[src/rtl/alu_issue_buffer.sv]
// Request FIFO that feeds a slow ALU, sending at most one operation every 3 cycles.
// Define ALU_ISSUE_BUFFER_STATS_EN to add the ISSUE_CNT/STALL_CNT counters.
module alu_issue_buffer #(
  parameter int DATA_WIDTH = 8,
  parameter int DEPTH      = 4
) (
  input  logic                  CLK,
  input  logic                  RST,
  input  logic                  IN_VLD,
  output logic                  IN_RDY,
  input  logic [3:0]            IN_OP,
  input  logic [1:0]            IN_MOVI,
  input  logic [DATA_WIDTH-1:0] IN_A,
  input  logic [DATA_WIDTH-1:0] IN_B,
  input  logic [DATA_WIDTH-1:0] IN_MEM,
  input  logic [DATA_WIDTH-1:0] IN_IMM,
  output logic                  ACT,
  output logic [3:0]            OP,
  output logic [1:0]            MOVI,
  output logic [DATA_WIDTH-1:0] REG_A,
  output logic [DATA_WIDTH-1:0] REG_B,
  output logic [DATA_WIDTH-1:0] MEM,
  output logic [DATA_WIDTH-1:0] IMM,
  input  logic                  ALU_RDY
`ifdef ALU_ISSUE_BUFFER_STATS_EN
  ,
  output logic [15:0]           ISSUE_CNT,
  output logic [15:0]           STALL_CNT
`endif
);

  localparam int AW = $clog2(DEPTH);
  localparam int PW = 6 + 4 * DATA_WIDTH;
  localparam logic [AW:0] FULL = (AW+1)'(DEPTH);

  typedef enum logic [1:0] {
    IDLE,
    ISSUE,
    HOLD
  } state_e;

  state_e          state_q;
  logic [AW:0]     cnt_q;
  logic [AW:0]     cnt_d;
  logic [AW-1:0]   wr_q;
  logic [AW-1:0]   rd_q;
  logic [PW-1:0]   mem_q [DEPTH];
  logic [PW-1:0]   in_pkt;
  logic [PW-1:0]   pl_q;
  logic            act_q;
  logic            push;
  logic            pop;

  assign in_pkt = {IN_OP, IN_MOVI, IN_A, IN_B, IN_MEM, IN_IMM};
  assign IN_RDY = (cnt_q < FULL);
  assign push   = IN_VLD & IN_RDY;
  assign pop    = (state_q == IDLE) && (cnt_q != '0) && ALU_RDY;

  assign ACT = act_q;
  assign {OP, MOVI, REG_A, REG_B, MEM, IMM} = pl_q;

  always_comb begin
    cnt_d = cnt_q;
    unique case ({push, pop})
      2'b10:   cnt_d = cnt_q + (AW+1)'(1);
      2'b01:   cnt_d = cnt_q - (AW+1)'(1);
      default: cnt_d = cnt_q;
    endcase
  end

  // Storage carries no reset; validity is tracked by cnt_q alone.
  always_ff @(posedge CLK) begin
    if (push) begin
      mem_q[wr_q] <= in_pkt;
    end
  end

  always_ff @(posedge CLK or negedge RST) begin
    if (!RST) begin
      cnt_q <= '0;
      wr_q  <= '0;
      rd_q  <= '0;
    end else begin
      cnt_q <= cnt_d;
      if (push) begin
        wr_q <= wr_q + AW'(1);
      end
      if (pop) begin
        rd_q <= rd_q + AW'(1);
      end
    end
  end

  always_ff @(posedge CLK or negedge RST) begin
    if (!RST) begin
      state_q <= IDLE;
      act_q   <= 1'b0;
      pl_q    <= '0;
    end else begin
      act_q <= 1'b0;
      unique case (state_q)
        IDLE: begin
          if (pop) begin
            state_q <= ISSUE;
            act_q   <= 1'b1;
            pl_q    <= mem_q[rd_q];
          end
        end
        ISSUE:   state_q <= HOLD;
        HOLD:    state_q <= IDLE;
        default: state_q <= IDLE;
      endcase
    end
  end

`ifdef ALU_ISSUE_BUFFER_STATS_EN
  logic [15:0] issue_cnt_q;
  logic [15:0] stall_cnt_q;

  assign ISSUE_CNT = issue_cnt_q;
  assign STALL_CNT = stall_cnt_q;

  always_ff @(posedge CLK or negedge RST) begin
    if (!RST) begin
      issue_cnt_q <= '0;
      stall_cnt_q <= '0;
    end else begin
      if (act_q && (issue_cnt_q != 16'hFFFF)) begin
        issue_cnt_q <= issue_cnt_q + 16'd1;
      end
      if (IN_VLD && !IN_RDY && (stall_cnt_q != 16'hFFFF)) begin
        stall_cnt_q <= stall_cnt_q + 16'd1;
      end
    end
  end
`endif

endmodule

[config.mk]
export PLATFORM = sky130hd
export DESIGN_NAME = alu_issue_buffer
export DESIGN_NICKNAME = d
export VERILOG_FILES = /design/src/rtl/alu_issue_buffer.sv
export SDC_FILE = /design/constraint.sdc
export NUM_CORES = 1
export LEC_CHECK = 0
export ABC_AREA = 1
export CORE_MARGIN = 2
export CORE_UTILIZATION = 50
export DETAILED_ROUTE_END_ITERATION = 7
export PLACE_DENSITY = 0.76
export SLEW_MARGIN = 20
export SYNTH_ARGS = -nofsm -noshare
export SYNTH_HDL_FRONTEND = slang
export SYNTH_SLANG_ARGS = --single-unit
[constraint.sdc]
create_clock -name CLK -period 6.56 [get_ports CLK]
set_clock_uncertainty 0.15 [all_clocks]
set_input_delay 1.312 -clock CLK [delete_from_list [all_inputs] [get_ports CLK]]
set_output_delay 1.312 -clock CLK [all_outputs]
set_load 0.1 [all_outputs]
; Yosys cells after proc, flatten, opt, wreduce, memory -nomap -nowiden
; Memory sizes are Yosys's and may differ from the RTL's. A register that Yosys moved wholly into a read port is not among the register bits.
; Index checks and enable logic that the tools add are counted.
[classes]
addsub = 4
n_lt_le_gt_ge = 1
n_eq_ne = 4
n_mux = 7
bitwise = 1
reduce_logical = 7
[op_table]
columns = op, n
row1 = $pmux 3 s2, 1
row2 = $add 2x1->2 const B, 2
row3 = $eq 2x1->1 const B, 2
row4 = $mux 1, 4
row5 = $pmux 2 s2, 1
row6 = $add 3x1->3 const B, 1
row7 = $lt 3x3->1 const B, 1
row8 = $reduce_bool 3->1, 1
row9 = $sub 3x1->3 const B, 1
row10 = $eq 2x2->1 const B, 1
row11 = $logic_and 1x1->1, 2
row12 = $logic_not 2->1, 1
row13 = $mux 2, 1
row14 = $ne 2x2->1 const B, 1
row15 = $reduce_and 2->1, 1
row16 = $reduce_bool 2->1, 1
row17 = $and 1x1->1, 1
row18 = $logic_not 1->1, 1
[word_totals]
regBits = 10
mem_bits_rw = 152
inputBits = 42
word_cells = 30
mem_count = 1
[memory_table]
columns = memory, words, width, rd, rd_clocked_by_memory_dff, write_ports, line_no
row1 = mem_q, 4, 38, 1, 1, 1, 47  ; logic [PW-1:0] mem_q [DEPTH];

; Logic depth before layout (Yosys ltp)
[logic_depth]
word_depth = 5
mapped_depth = 12
ltp_nobuf = 11

; Least setup slack after synthesis
; Ideal clock, no wire load.
[synth_timing]
path_kind = input to register
start = input IN_VLD
end = memory mem_q[0][0] in the netlist's numbering, enable pin
setup_ns = 0.433
t_arrival_ns = 3.127
t_required_ns = 5.977
path_slack_ns = 2.850
path_stages = 2
path_buffers = 0
cell_sequence = nand2_1 > nor2_1
[synth_via]
elab_chain_len = 3
[synth_lines]
columns = item, line_no
row1 = start: declaration, 9  ; input logic IN_VLD,
row2 = $and 1x1->1, 56  ; assign push = IN_VLD & IN_RDY;
row3 = $mux 1, 73  ; if (push) begin
row4 = $mux 1 (not written as such), 74  ; mem_q[wr_q] <= in_pkt;
row5 = end: declaration, 47
; No other way between the ends.

; Worst setup path in the final report
[layout_timing]
start = input ALU_RDY
end = register cnt_q[2]
[layout_via]
elab_chain_len = 3
word_cells_on_any_way = 5
[layout_lines]
columns = item, line_no
row1 = start: declaration, 24  ; input logic ALU_RDY
row2 = $logic_and 1x1->1 (*), 57  ; assign pop = (state_q == IDLE) && (cnt_q != '0) && ALU_RDY;
row3 = $eq 2x1->1 or $eq 2x2->1 (tied branches), 64  ; unique case ({push, pop})
row4 = $pmux 3 s2 or $reduce_bool 2->1 (tied branches), --
row5 = end signal: assignment, 84  ; cnt_q <= cnt_d;
row6 = end: declaration, 43  ; logic [AW:0] cnt_q;
; Mark *: on every way between the ends. The rest lies on a longest branch, timed or not.
; A chain may end at the register's enable or synchronous reset.

==> reports/qor.csv <==
metric;value;unit
crit_chain;clkdlybuf4s50_1, nand3_4, inv_2, ha_1, inv_1, fa_1, nand2_1, nand3b_1, xor2_1;
wl_per_cell;14.2;um
drt-total-wl;16.0;mm
drive_gt1_share;5.77;%
use_met2;33.1;%
whs;0.304;ns
period_minus_slack;3.95;ns
irDropWorstVdd;0.315;mV
final_antenna_net_count;0;
synth.most_common_cell;nand2_1;
ctsLongestPathBuffers;2;
syn_avg_cell_area;10.3;um2
synthTopCellsByArea;edfxtp_1 (55%), dfrtp_1 (14%), nand2_1 (14%);
synth_enable_flop_cells;152;
p_per_area;509;nW/um2
p_sw_share;44.8;%
drt_iter0_drc;511;
post-route-util;60.3;%
holdBufCountCts;0;
dieHeight;133;um
grt_pass1_vias;5242;
hold_viol_final;0;
cts_buffers;17;
worstHoldPathType;reg -> reg;
cts_setup_buffers;0;
top_usage_layer;met2;
maxCapViolCount;0;
met1_usage;24.1;%
design.final.nets;936;
rows;47;
dp.cells;1089;
p_int;0.00279;W
fin_crit_sh;60.2;%
final_max_slew_viol_count;0;
synth_common_cells;nand2_1 (311), inv_1 (166), edfxtp_1 (152);
antennaDiodeCount;0;
vias;5318;
synthCells;815;
gr-usage-all-layers;19.2;%
async_reset_ff_share;24.0;%
ctsHtreeMaxLevel;4;
power_frac_comb;43.1;%
die_area;17800;um2
worst_pin_slew;0.984;ns
power;0.00505;W
cpMaxStageDelayCell;inv_2;
netlist_area;8370;um2
cts-root-buf;clkbuf_16;
instances_no_fill;1121;
tns;0;ns
cp_slowest_stage_delay;0.78;ns
end_kind;flop;
ys_warn_count;0;
io_pins;82;
coreArea;16500;um2
grt_max_degree;79;
cp-start-kind;input pin;
grtUsageMet3;3.92;%
status;finished, final reports clean;
pwr-share-clk;21.2;%
start_util;50.9;%
die_w;133;um
vias_per_cell;4.74;
antenna_found_initial;0;
path_class;in -> reg;
p_leak;4.57;nW
grt_setup_unrepaired;no;
synth_top_cell_by_area;edfxtp_1;
synth_ff_type;edfxtp_1;
cts_resized;0;
synthDistinctLibCells;23;
cts.sinks;200;
cp_data_arrival_time;4.11;ns
drc_errors;0;
worstPathRequired;6.72;ns
slew_headroom;34.2;%
clk_pin_slew;0.07;ns
synth_top_cell_area_share;54.5;%
synth_seq_cells;200;
r2r_setup_slack;3.46;ns
power.switching;0.00226;W
path_max_fanout;44;
ys_seq_area_share;68.9;%
grt_pass1_wl;26.2;mm
gp_congestion;0.725;
seqPwrFrac;35.7;%
max_freq;253;MHz
grt_remaining_overflow;0;
hpwl;9.06;mm
setup_violations;0;
clk_latency;0.43;ns
first_pass_iters;5;
portBuffers;81;
cts_tree;built;
syn_to_final_growth;18.6;%
syn_nets;863;
-- path summary, 6_finish.rpt --
kind / from / to / cells after the start
max reg2reg: state_q[0] / cnt_q[2] / 9
min in group asynchronous: RST / rd_q[1] / 2
min: state_q[1] / state_q[1] / 1
max in group asynchronous: RST / rd_q[0] / 2
min reg2reg: state_q[1] / state_q[1] / 1
max: ALU_RDY / cnt_q[2] / 9
-- metal layers --
layer / share of wire, % / routed length [um] / up-vias
li1: - / - / 2652
met1: 43 / 6790 / 2517
met2: 52 / 8230 / 141
met3: 5.1 / 818 / 8
met4: 0.76 / 121 / 0
met5: 0 / 0 / -
-- critical path, delay by kind of cell --
kind | cells | cell delay, ns
xor+xnor | 1 | 0.14
fa+ha+maj | 2 | 0.68
buf+inv | 3 | 1.37
simple gates | 3 | 0.60
-- flip-flops by register name, indices dropped and copies added, names as in the netlist --
signal / cells
ACT: 1
cnt_q: 3
mem_q: 152
state_q: 2
wr_q: 2
rd_q: 2
pl_q: 38
-- layout by cell type, fill, tap and decap left out, drive strengths merged --
master	instances
a21oi	1
buf	8
bufinv	3
clkbuf	19
clkdlybuf4s50	80
clkinv	6
clkinvlp	1
dfrtp	48
edfxtp	152
fa	1
ha	5
inv	172
nand2	312
nand3	77
nand3b	1
nand4	1
nor2	8
o21ai	2
xnor2	2
xor2	2
-- through the flow --
step | area (um2) | worst slack (ns)
3_3_place_gp | 9320 | 2.17
4_1_cts | 9930 | 2.58
3_5_place_dp | 9320 | 2.11
5_1_grt | 9930 | 2.36
6_report | 9930 | 2.61
2_1_floorplan | 8370 | 2.85
-- power by group through the flow --
stage	Sequential, W	Combinational, W	Clock, W
2_1_floorplan	0.00261	0.000916	0
3_3_place_gp	0.00182	0.00215	0
3_5_place_dp	0.00183	0.00219	0
4_1_cts	0.00180	0.00220	0.00109
5_1_grt	0.00183	0.00236	0.00114
6_report	0.00180	0.00218	0.00107
-- layout make-up --
| cell class | count | area, um2 |
|---|---|---|
| fill | 1338 | 6540 |
| sequential | 200 | 5770 |
| clock inverter | 13 | 169 |
| inverter | 169 | 634 |
| multi-input combinational | 412 | 1780 |
| clock buffer | 19 | 443 |
| timing repair buffer | 88 | 858 |
| tap | 220 | 275 |
-- kinds of logic (layout without fill, tap and decap cells) --
group	Yosys count	after routing	share of synthesized area [%]
buf+inv	203	289	10.2
simple gates	399	399	19.3
flops	200	200	68.9
xor+xnor	4	4	0.418
compound gates	3	3	0.179
fa+ha+maj	6	6	0.986
Power figures use the tool's default switching activity.
